--- config.mk ---
export PLATFORM = sky130hd
export DESIGN_NAME = sat_counter
export DESIGN_NICKNAME = d
export VERILOG_FILES = /design/src/rtl/stream_match_checker_sat_counter.sv
export SDC_FILE = /design/constraint.sdc
export NUM_CORES = 1
export LEC_CHECK = 0
export ABC_AREA = 1
export CORE_MARGIN = 2
export CORE_UTILIZATION = 40
export DETAILED_ROUTE_END_ITERATION = 10
export MAX_ROUTING_LAYER = met4
export RECOVER_POWER = 25
export SYNTH_ARGS = -nofsm -noshare
export SYNTH_HDL_FRONTEND = slang
export SYNTH_SLANG_ARGS = --single-unit
--- constraint.sdc ---
create_clock -name clk -period 1.9 [get_ports clk]
set_input_delay 0.285 -clock clk [delete_from_list [all_inputs] [get_ports clk]]
set_output_delay 0.285 -clock clk [all_outputs]
set_load 0.05 [all_outputs]
--- src/rtl/stream_match_checker_sat_counter.sv ---
// sat_counter: up-counter that sticks at all-ones.
// Ports:
//   clk     : clock
//   aresetn : asynchronous active-low reset (count -> 0)
//   clr     : synchronous clear, wins over inc
//   inc     : count up by one unless already saturated
//   cnt     : current count
module sat_counter #(
  parameter int W = 32
) (
  input  logic         clk,
  input  logic         aresetn,
  input  logic         clr,
  input  logic         inc,
  output logic [W-1:0] cnt
);

  always_ff @(posedge clk or negedge aresetn) begin
    if (!aresetn) begin
      cnt <= '0;
    end else if (clr) begin
      cnt <= '0;
    end else if (inc && (cnt != '1)) begin
      cnt <= cnt + W'(1);
    end
  end

endmodule

Yosys cells after proc, flatten, opt, wreduce, memory -nomap -nowiden
Index checks and enable logic that the tools add are counted.
- register bits after elaboration: 32
- output and inout port bits: 32
- logic and storage cells: 7
- muxes and demuxes: 2
- add/sub/neg operators: 1
- equal/unequal tests: 1
- reductions and logical operators: 2
- operator list (operator ; count):
    32-bit 2-to-1 mux ; 2
    32-bit by 1-bit adder with 32-bit output, second input constant ; 1
    32-bit != test, second input constant ; 1
    2-bit nonzero test ; 1
    1-bit logical AND ; 1

Logic depth before layout (Yosys ltp)
- depth in word-level cells: 4
- depth in mapped cells: 12
- depth with buffers taken out: 11

Worst setup path before layout
No wires, ideal clock.
- path kind: register -> register
- from: register cnt[1]
- to: register cnt[13]
- slack: -0.130 ns
- cell stages (with the launch flop): 13
- arrival: 1.964 ns
- path buffers: 1
- library setup time: 0.066 ns
- cells stage by stage: dfrtp_1 > ha_1 > nand2_2 > nor2_4 > nand2_4 > nor2_8 > nand2_4 > nand2_8 > nand2_4 > inv_2 > buf_6 > nand2_1 > nand2_1
- longest elaborated chain between the ends: 3
- elaborated cells on any way between the ends: 6
- ends and longest elaborated chain (item ; line ; source):
    start: declaration ; 15 ; output logic [W-1:0] cnt
    start signal: assignment ; 24 ; cnt <= cnt + W'(1);
    32-bit by 1-bit adder with 32-bit output / 32-bit != test (equally long branches) ; 24, 23 ;
    32-bit 2-to-1 mux / 1-bit logical AND (equally long branches) ; 23 ; end else if (inc && (cnt != '1)) begin
    32-bit 2-to-1 mux / 2-bit nonzero test (equally long branches) ; - ;
Parallel ways exist; a longest one is shown, timed or not. The select of a mux whose other input is x is not followed.
A chain may end at the register's enable or synchronous reset.

Worst setup path in the final report
- from: register cnt[26]
- to: output port cnt[26]
No word-level cell between the ends.

==> run_results.csv <==
group,metric,value,unit
clocking,clk_pin_slew,0.06,ns
setup_path,cp.buffers_inverters,1,
worst_hold_path,hold_path_end,"cnt[1]",
layout,ff_latch_area,808,sq um
status,status,"finished clean",
placed_design,hpwl,4810,um
yosys,ys_ff_latch,32,
yosys,synth-simple-area-share,48.0,%
timing,finalSetupViolCount,0,
setup_path,r2r_end,"cnt[12]",
timing,skew,0.0101,ns
layout,largest_register,"cnt",
die,ios,36,
grt,track_usage,23.0,%
detailed_routing,vias,2362,
grt,grt_pass1_wl,10700,um
detailed_routing,drtAntennaViolNets,0,
layout,area_delta_synth_final,27.3,%
clocking,ctsRootBufferMaster,"clkbuf_8",
layout,finalNetCount,399,
placed_design,dpl-instance-area,2730,sq um
setup_path,slowest_stage,"clkdlybuf4s50_1",
grt,grt-ovfl-total,0,
setup_path,worstPathCellList,"clkdlybuf4s50_1",
setup_path,cp_max_fo,6,
setup_path,r2r_cells,11,
power_and_ir_drop,p_int,1.05,mW
worst_hold_path,holdCritStartpoint,"cnt[1]",
yosys,yosysWarningCount,0,
yosys,synth.avg_cell_area,6.50,sq um
yosys,synth_fp_nets,350,
run,drv_cap,0,
timing,timing.fmax,0.543,GHz
setup_path,reg2reg_slack,0.16,ns
placed_design,routabilityCongestion,0.946,
yosys,async_reset_ff_share,100,%
yosys,yosysMostFrequentCell,"nand2_1",
detailed_routing,viasPerCell,5.06,
yosys,synth_xor_area_share,3.51,%
layout,reg_top3,"cnt: 32 flops",
setup_path,critical_path_class,"reg -> out",
setup_path,timing.critical_path.slowest_cell_delay,0.84,ns
worst_hold_path,hold_path_class,"reg -> reg",
setup_path,critPathTopFamily,"buffers and inverters",
detailed_routing,wl_per_cell,13.7,um
yosys,synth_adder_area_share,0.558,%
layout,drive_above_1_share,15.9,%
clocking,clk_latency,0.29,ns
setup_path,cp-start-kind,"flop",
grt,grt_antenna_before_repair,0,
layout,largest_reg_flops,32,
setup_path,cp-end-kind,"output port",
clocking,cts_tree,"built",
layout,multi_input_area,1280,sq um
power_and_ir_drop,leakage,1.42,nW
timing,fin_crit,1.84,ns
die,core,5470,sq um
worst_hold_path,hold_path_depth,2,
detailed_routing,wirelength,6380,um
layout,final_core_util,52.2,%
yosys,synthFlopType,"dfrtp_1",
timing,rsz0062_at_grt,"no",
layout,fillCellCount,548,
power_and_ir_drop,p_per_area,488,nW/um^2
clocking,cts_buffers,5,
power_and_ir_drop,switchingPower,340,uW
setup_path,worstReg2RegStart,"cnt[13]",
yosys,synth_top_area_share,35.7,%
grt,grt_pass1_vias,2162,
yosys,synth_cells,345,
timing,drv_slew,0,
power_and_ir_drop,clockPowerShare,42.2,%
layout,postLayoutCellArea,2860,sq um
clocking,htreeDepth,2,
timing,tightest_slew,0.814,ns
yosys,muxShareOfSynthArea,0,%
setup_path,cp_num_cells,1,
yosys,ys_types,26,
yosys,ys_top_cells_by_area,"dfrtp_1 (36%), nand2_1 (23%), nor2_1 (8.7%)",
yosys,ys_top_cells_by_count,"nand2_1 (135), nor2_1 (52), nand3_1 (34)",
yosys,synth_top_family_by_area,"simple AND/OR/NAND/NOR gates",
die,dieArea,6220,sq um
power_and_ir_drop,pwr-share-comb,8.2,%
timing,max_slew_margin,45.7,%
yosys,yosysTopAreaCell,"dfrtp_1",
die,initial_core_util,41.0,%
die,dieHeight,78.9,um
die,core.rowCount,27,
detailed_routing,drt_pass1_iterations,5,
clocking,postCtsHoldBufs,0,
yosys,netlist_area,2240,sq um
power_and_ir_drop,power_frac_seq,49.5,%
power_and_ir_drop,ir_drop,0.000303,V
detailed_routing,drcViolationCount,0,
grt,grt_max_degree,33,
clocking,cts_buffer_depth,2,
yosys,ys_seq_area_share,35.7,%
placed_design,numPortBuffers,35,
setup_path,crit_required,1.62,ns
layout,antenna_cells,0,
yosys,synth_edf_count,0,
yosys,synth_compound_area_share,4.35,%
timing,period_share,96.9,%
clocking,clock_sinks,32,
setup_path,cp.arrival,1.56,ns
detailed_routing,initialDrtViolationCount,132,
timing,hold_viol,0,
power_and_ir_drop,sw_frac_of_total,24.4,%
die,fp.dieW,78.9,um
timing,setup_tns,0,ns
[worst max path at each step]
stage	startpoint	to	slack (ns)
finish	cnt[26]	cnt[26]	0.06
detailed placement	cnt[0]	cnt[22]	0.11
CTS	cnt[3]	cnt[3]	0.02
global placement	cnt[2]	cnt[23]	0.14
global route	cnt[21]	cnt[21]	0.0009
floorplan	cnt[4]	cnt[13]	0.03
[cells by family (layout without fill, tap and decap cells)]
logic type	count (synthesis)	after routing
AOI/OAI and AO/OA	19	19
xor gates and xnor gates	9	9
adders and majority gates	1	1
buffers and inverters	39	89
DFF	32	32
and+or+nand+nor	245	245
[power groups by stage]
stage | combinational (mW) | sequential [mW] | clock, mW
3_3_place_gp | 0.117 | 0.703 | 0
2_1_floorplan | 0.0483 | 0.715 | 0
6_report | 0.115 | 0.690 | 0.588
3_5_place_dp | 0.117 | 0.703 | 0
5_1_grt | 0.126 | 0.690 | 0.643
4_1_cts | 0.117 | 0.689 | 0.615
[per-stage QoR]
step / total power [mW] / instances / worst slack (ns) / hold WS (ns)
global route: 1.46 / 467 / 0.000936 / 0.582
finish: 1.39 / 467 / 0.0585 / 0.538
global placement: 0.820 / 459 / 0.143 / 0.506
detailed placement: 0.819 / 459 / 0.113 / 0.523
floorplan: 0.764 / 345 / 0.0331 / -0.0106
CTS: 1.42 / 467 / 0.0184 / 0.425
[metal layers]
layer / global-route usage [%] / vias up / part of all wire [%]
met1: 31.5 / 1075 / 47
met4: 7.41 / 0 / 1.9
met5: - / - / 0
met2: 35.4 / 92 / 46
met3: 3.07 / 10 / 5.9
li1: - / 1185 / -
[layout make-up]
cell class	count	area share, %
sequential	32	28.3
multi-input combinational	274	44.7
tap	72	3.16
inverter	31	4.08
timing repair buffer	50	16.2
clock buffer	8	3.51
[cells in the final DEF, fill, tap and decap left out, types with 7 or more instances in the layout]
| cell type | count |
|---|---|
| nand4_1 | 8 |
| o21ai_1 | 10 |
| nor2_1 | 50 |
| clkdlybuf4s50_1 | 13 |
| dfrtp_1 | 26 |
| nand3_1 | 34 |
| clkbuf_8 | 7 |
| inv_1 | 29 |
| buf_4 | 27 |
| nand2_1 | 135 |
[repair_timing]
item                                   4_1_cts  5_1_grt
setup buffers                                0        0
gates resized for setup                      0       14
endpoints found under the hold margin        0        0
setup endpoints to repair                    0       22
Note: power is estimated with default switching activity, not from simulation.
